**config.mk**
```make
export PLATFORM = sky130hd
export DESIGN_NAME = portdemux
export DESIGN_NICKNAME = d
export VERILOG_FILES = /design/src/rtl/portmux_pkg.sv /design/src/rtl/portdemux_tagpipe.sv /design/src/rtl/portdemux.sv
export SDC_FILE = /design/constraint.sdc
export NUM_CORES = 1
export LEC_CHECK = 0
export ABC_AREA = 1
export BUFFER_PORTS_ARGS = -buffer_cell sky130_fd_sc_hd__buf_2
export CAP_MARGIN = 15
export CORE_AREA = 10 10 201 203
export DETAILED_ROUTE_END_ITERATION = 8
export DIE_AREA = 0 0 211 213
export PLACE_DENSITY_LB_ADDON = 0.08
export SETUP_SLACK_MARGIN = 0.05
export SYNTH_ARGS = -nofsm -noshare
export SYNTH_HDL_FRONTEND = slang
export SYNTH_HIERARCHICAL = 1
export SYNTH_SLANG_ARGS = --single-unit
export TNS_END_PERCENT = 100
```
**constraint.sdc**
```tcl
create_clock -name clk -period 1.4 [get_ports clk]
set_input_delay 0.21 -clock clk [delete_from_list [all_inputs] [get_ports clk]]
set_output_delay 0.21 -clock clk [all_outputs]
set_load 0.03 [all_outputs]
```
**src/rtl/portmux_pkg.sv**
```systemverilog
// ============================================================================
// Module  : portmux_pkg
// Brief   : Requester codes, default sizes and the read-tag type shared by portdemux.
// Revision: 1.0
// ============================================================================
`default_nettype none

package portmux_pkg;

  localparam int DEFAULT_W = 128;
  localparam int DEFAULT_L = 2;

  typedef enum logic [1:0] {
    REQ_NONE = 2'd0,
    REQ_IC   = 2'd1,
    REQ_MVU  = 2'd2,
    REQ_CTRL = 2'd3
  } req_code_t;

  typedef struct packed {
    req_code_t code;
    logic      v;
  } tag_t;

  // Fixed priority IC > MVU > Ctrl; writes still carry a code but never a valid bit.
  function automatic tag_t make_tag(input logic ic, input logic mvu,
                                    input logic ctrl, input logic we);
    tag_t t;
    if (ic)        t.code = REQ_IC;
    else if (mvu)  t.code = REQ_MVU;
    else if (ctrl) t.code = REQ_CTRL;
    else           t.code = REQ_NONE;
    t.v = (ic | mvu | ctrl) & ~we;
    return t;
  endfunction

endpackage

`default_nettype wire

```
**src/rtl/portdemux_tagpipe.sv**
```systemverilog
// ============================================================================
// Module  : portdemux_tagpipe
// Brief   : l-stage shift register of read tags, advancing every cycle.
// Revision: 1.0
// ============================================================================
`default_nettype none

module portdemux_tagpipe
  import portmux_pkg::*;
#(
  parameter int l = DEFAULT_L
) (
  input  logic clk,
  input  logic rst_n,
  input  tag_t tag_in,
  output tag_t tail,
  output logic busy
);

  tag_t [l-1:0] stage;

  always_ff @(posedge clk or negedge rst_n) begin
    if (!rst_n) begin
      stage <= '0;
    end else begin
      stage[0] <= tag_in;
      for (int i = 1; i < l; i++) begin
        stage[i] <= stage[i-1];
      end
    end
  end

  assign tail = stage[l-1];

  always_comb begin
    busy = 1'b0;
    for (int i = 0; i < l; i++) begin
      busy = busy | stage[i].v;
    end
  end

endmodule

`default_nettype wire

```
**src/rtl/portdemux.sv**
```systemverilog
// ============================================================================
// Module  : portdemux
// Brief   : Routes memory read data back to the IC/MVU/Ctrl requester that was
//           granted l cycles earlier. Define PORTDEMUX_BYPASS_EN for a
//           combinational return path instead of the registered one.
// Revision: 1.0
// ============================================================================
`default_nettype none

module portdemux
  import portmux_pkg::*;
#(
  parameter int w = DEFAULT_W,
  parameter int l = DEFAULT_L
) (
  input  logic         clk,
  input  logic         rst_n,
  input  logic         grntIC,
  input  logic         grntMVU,
  input  logic         grntCtrl,
  input  logic         we,
  input  logic [w-1:0] rdData,
  output logic [w-1:0] dataIC,
  output logic [w-1:0] dataMVU,
  output logic [w-1:0] dataCtrl,
  output logic         validIC,
  output logic         validMVU,
  output logic         validCtrl,
  output logic         busy,
  output logic         errOverlap,
  output logic [15:0]  rdCount
);

  tag_t tag_in;
  tag_t tail;
  logic overlap;

  assign tag_in  = make_tag(grntIC, grntMVU, grntCtrl, we);
  assign overlap = (grntIC & grntMVU) | (grntIC & grntCtrl) | (grntMVU & grntCtrl);

  portdemux_tagpipe #(
    .l (l)
  ) u_tagpipe (
    .clk    (clk),
    .rst_n  (rst_n),
    .tag_in (tag_in),
    .tail   (tail),
    .busy   (busy)
  );

  always_ff @(posedge clk or negedge rst_n) begin
    if (!rst_n) begin
      errOverlap <= 1'b0;
      rdCount    <= 16'd0;
    end else begin
      if (overlap) errOverlap <= 1'b1;
      if (tail.v)  rdCount    <= rdCount + 16'd1;
    end
  end

`ifdef PORTDEMUX_BYPASS_EN

  always_comb begin
    validIC   = tail.v && (tail.code == REQ_IC);
    validMVU  = tail.v && (tail.code == REQ_MVU);
    validCtrl = tail.v && (tail.code == REQ_CTRL);
    dataIC    = validIC   ? rdData : '0;
    dataMVU   = validMVU  ? rdData : '0;
    dataCtrl  = validCtrl ? rdData : '0;
  end

`else

  // Data registers only load on their own return, so other requesters hold.
  always_ff @(posedge clk or negedge rst_n) begin
    if (!rst_n) begin
      validIC   <= 1'b0;
      validMVU  <= 1'b0;
      validCtrl <= 1'b0;
      dataIC    <= '0;
      dataMVU   <= '0;
      dataCtrl  <= '0;
    end else begin
      validIC   <= 1'b0;
      validMVU  <= 1'b0;
      validCtrl <= 1'b0;
      if (tail.v) begin
        case (tail.code)
          REQ_IC: begin
            validIC <= 1'b1;
            dataIC  <= rdData;
          end
          REQ_MVU: begin
            validMVU <= 1'b1;
            dataMVU  <= rdData;
          end
          REQ_CTRL: begin
            validCtrl <= 1'b1;
            dataCtrl  <= rdData;
          end
          default: ;
        endcase
      end
    end
  end

`endif

endmodule

`default_nettype wire

```
# [Yosys cells after proc, flatten, opt, wreduce, memory -nomap -nowiden]
# Index checks and enable logic that the tools add are counted.
[word_totals] ff_bits=410 inputBits=134
[classes] bitwise=10 eq_ne=3 reduce_logical=3 muxes=9 n_addsub=1
[ops] cell="$add A16 B1 Y16 const B" count=1
[ops] cell="$mux W1" count=6
[ops] cell="$mux W2" count=3
[ops] cell="$reduce_and A2 Y1" count=3
[ops] cell="$or A1 B1 Y1" count=5
[ops] cell="$and A1 B1 Y1" count=4
[ops] cell="$eq A2 B2 Y1 const B" count=2
[ops] cell="$eq A2 B1 Y1 const B" count=1
[ops] cell="$not A1 Y1" count=1

# [Depth between registers and ports, before layout]
[depth] ltp_word=3 ltp_mapped=8 mapped_depth_nobuf=7

# [By module]
# Netlist, hierarchy kept.
[by_module_without_submodules] module="portdemux" cells_per_inst=1503 seq_area_each_um2=10109.7 area_each_um2=14873.0 instances=1
[by_module_without_submodules] module="portdemux_tagpipe" cells_per_inst=12 seq_area_each_um2=150.1 area_each_um2=183.9 instances=1

# [Worst setup path before layout]
# No wires, ideal clock.
[synth_path] path_type="flip-flop to flip-flop" from="register rdCount[0]" to="register rdCount[8]" required_time_ns=1.265 stages_incl_launch_ff=6 slack_ns=-0.103 setup_time_ns=0.135 arrival_time_ns=1.368 n_path_buf=0 path_cell_list="dfrtp_1 -> ha_1 -> nand4_1 -> nor2_1 -> nand2_1 -> xnor2_1"
[synth_between] elab_chain_len=1
[synth_lines] item="start: declaration" line_no="portdemux.sv:31" source="output logic [15:0] rdCount"
[synth_lines] item="start signal: assignment" line_no="portdemux.sv:57" source="if (tail.v) rdCount <= rdCount + 16'd1;"
[synth_lines] item="$add A16 B1 Y16" line_no="portdemux.sv:57"
# No other way between the ends.
# A chain may end at the register's enable or synchronous reset.

# [Worst setup path in the final report]
[layout_path] from="register u_tagpipe.stage, in the netlist u_tagpipe/tail[0]" to="output port busy"
[layout_between] elab_chain_len=1
[layout_lines] item="start: declaration" line_no="portdemux_tagpipe.sv:20" source="tag_t [l-1:0] stage;"
[layout_lines] item="start signal: indexed assignment" line_no="portdemux_tagpipe.sv:28" source="stage[i] <= stage[i-1];"
[layout_lines] item="$or A1 B1 Y1" line_no="portdemux_tagpipe.sv:38" source="busy = busy | stage[i].v;"
[layout_lines] item="end: declaration" line_no="portdemux.sv:29" source="output logic busy,"
# No other way between the ends.

==> impl_metrics.tcl <==
set metrics [dict create \
    synthCells 1515 \
    yosys.area.top_type "dfrtp_1" \
    clock_sinks 410 \
    postLayoutCellArea_sq_um 25100 \
    finalCriticalPeriod_ns 1.43 \
    tritoncts "done" \
    first_global_vias 13300 \
    fp.dieW_um 211 \
    synth-edff-count 0 \
    drc 0 \
    grt_pass1_wl_mm 80.8 \
    num-fill-cells 2621 \
    finalCritPeriodShare_pct 102 \
    violations "hold timing, setup timing" \
    ys_top_cells_by_count "nand2_1, dfrtp_1, o21ai_0" \
    whs_ns -0.00679 \
    fin_util_pct 69.2 \
    routed_via_density 5.05 \
    drv_slew 0 \
    yosysSeqAreaShare_pct 68.1 \
    dieArea_sq_um 44900 \
    initial_core_util_pct 41.5 \
    first_iter_violations 903 \
    worstPathRequired_ns 1.19 \
    htreeDepth 2 \
    syn_avg_cell_area_sq_um 9.94 \
    fin_nets 2431 \
    p_leak_nw 13.1 \
    synth-main-ff-cell "dfrtp_1" \
    cp-end-kind "primary output" \
    cpPeakStageDelay_ns 0.44 \
    drive_above_1_share_pct 38.7 \
    yosysTopAreaCellShare_pct 68.1 \
    max_slew_margin_pct 71.1 \
    grt_overflow 0 \
    fp.dieH_um 213 \
    powerDensity_nw_per_um2 1730 \
    clkTransAtPathRegs_ns 0.05 \
    gp_congestion 0.828 \
    synthArstFlopShare_pct 100 \
    vdd_drop_max_mv 1.28 \
    cts_root_buf "clkbuf_16" \
    synth_most_common_cell "nand2_1" \
    tightest_slew_ns 0.433 \
    critPathTopFamily "flip-flops" \
    path_class "flip-flop to primary output" \
    grtUsageTotal_pct 23.1 \
    vias 14100 \
    postPlaceCellArea_sq_um 18700 \
    dr.pass1.iters 6 \
    fmax_ghz 0.700 \
    worst-path-buf-inv 2 \
    finalSetupViolCount 17 \
    status "finished with violations" \
    port_buffers 538 \
    antenna_found_initial 0 \
    crit_arrival_ns 1.22 \
    critical_path.max_fanout 3 \
    postRouteAntennaNets 0 \
    core_area_sq_um 36300 \
    maxCapViolations 0 \
    area_delta_synth_final_pct 66.7 \
    hp-class "primary input to flip-flop" \
    yosysUniqueCellTypes 16 \
    dp_hpwl_mm 38.4 \
    ys_warn_count 6 \
    syn_nets 1650 \
    cts_buffers 45 \
    clk_latency_ns 0.55 \
    io_pins 539 \
    rsz0062_at_grt "yes" \
    ys_seq_elements 410 \
    wl_mm 63.3 \
    crit_path_top_delay_cell "dfrtp_2" \
    ys_top_cells_by_area "dfrtp_1, o21ai_0, nand2_1" \
    reg2reg_setup_slack_ns -0.02 \
    path_cells "inv_4 > nand2_2 > buf_6" \
    final_hold_viol_count 1 \
    crit_path_start_kind "flip-flop" \
    grt_max_degree 101 \
    netlist_area_sq_um 15100 \
    cts_buffer_depth 3 \
    fin_ws_ns -0.0294 \
    routedWlPerCell_um 22.7 \
    skew_ns 0.00631 \
    rows 70 \
]
repair_timing:
item                                   in CTS  in global routing
endpoints found under the hold margin     654                  0
gates cloned                                0                 62
setup endpoints to repair                 256                613
setup buffers                              33                 16
hold buffers                              131                  0
resized for setup                         431                367
pin swaps                                   1                 12
worst register-to-register path, stage by stage, from the launching register on:
cell,delay [ns]
dfrtp_2,0.41
buf_8,0.15
nand3_4,0.17
buf_12,0.21
clkbuf_16,0.20
nand2_1,0.09
o21ai_0,0.07
where the power goes:
group | total (mW) | switching (mW) | internal [mW]
registers | 16.4 | 2.00 | 14.4
clock network | 11.4 | 4.65 | 6.75
logic | 15.5 | 9.60 | 5.91
kinds of logic (layout without fill, tap and decap cells):
family	Yosys count	in the layout	share of synthesized area, %
AOI/OAI and AO/OA	389	389	12.9
xor gates and xnor gates	9	9	0.524
adders and majority gates	1	1	0.0831
buffers and inverters	249	1056	6.63
DFF	410	410	68.1
other	0	1	0
and+or+nand+nor	457	457	11.7
through the flow:
stage / hold slack [ns] / TNS [ns] / power [mW] / worst slack (ns) / instances
final: -0.00679 / -0.195 / 43.3 / -0.0294 / 2791
after global routing: 0.0126 / -3.91 / 45.1 / -0.0897 / 2790
after CTS: 0.00171 / -14.20 / 42.1 / -0.128 / 2713
after detailed placement: 0.162 / 0 / 28.3 / 0.0853 / 2476
after global placement: 0.162 / 0 / 28.1 / 0.118 / 2476
after floorplan: -0.0856 / 0 / 23.2 / 0.0472 / 1515
cell usage in the layout (no fill, tap or decap), types with 9 or more instances in the layout:
cell type	instances
buf_6	188
dlygate4sd3_1	131
inv_1	156
nor2_1	13
buf_2	275
buf_12	28
o21ai_1	115
buf_16	11
nand2_4	28
o21ai_2	44
clkbuf_8	10
nand2_2	48
dfrtp_1	401
clkbuf_1	9
nand4_1	10
clkbuf_16	87
o21ai_0	228
nand2_1	341
dfrtp_2	9
buf_4	142
path summary, 6_finish.rpt:
check | from | to | depth (start not counted)
min in group asynchronous | rst_n | dataIC[118] | 2
worst max-delay path | u_tagpipe/tail[0] | busy | 3
worst max register to register | u_tagpipe/tail[0] | dataCtrl[2] | 6
max in group asynchronous | rst_n | dataCtrl[112] | 3
worst min register to register | u_tagpipe/stage[2] | u_tagpipe/tail[2] | 0
worst min-delay path | rdData[89] | dataMVU[89] | 3
routing by layer:
layer	part of all wire (%)	global-route usage [%]	up-vias
li1	-	-	6402
met1	39	28.4	6931
met2	49	37.1	642
met3	8.8	7.48	120
met4	3.3	9.37	0
met5	0	0	-
layout make-up:
class / count / area (sq um) / area share [%]
multi-input combinational: 856 / 4360 / 17.4
timing repair buffer: 823 / 7880 / 31.4
antenna: 1 / 2.50 / 0.00997
clock buffer: 64 / 1300 / 5.17
clock inverter: 9 / 97.6 / 0.389
sequential: 410 / 10300 / 40.9
tap: 468 / 586 / 2.33
inverter: 160 / 606 / 2.41
sequential cells by signal, summed over array words and instances (netlist names):
name and flops:
dataCtrl 128, dataIC 128, dataMVU 128, rdCount 16, u_tagpipe/stage 3, u_tagpipe/tail 3
errOverlap 1, validCtrl 1, validIC 1, validMVU 1
Power figures use the tool's default switching activity.
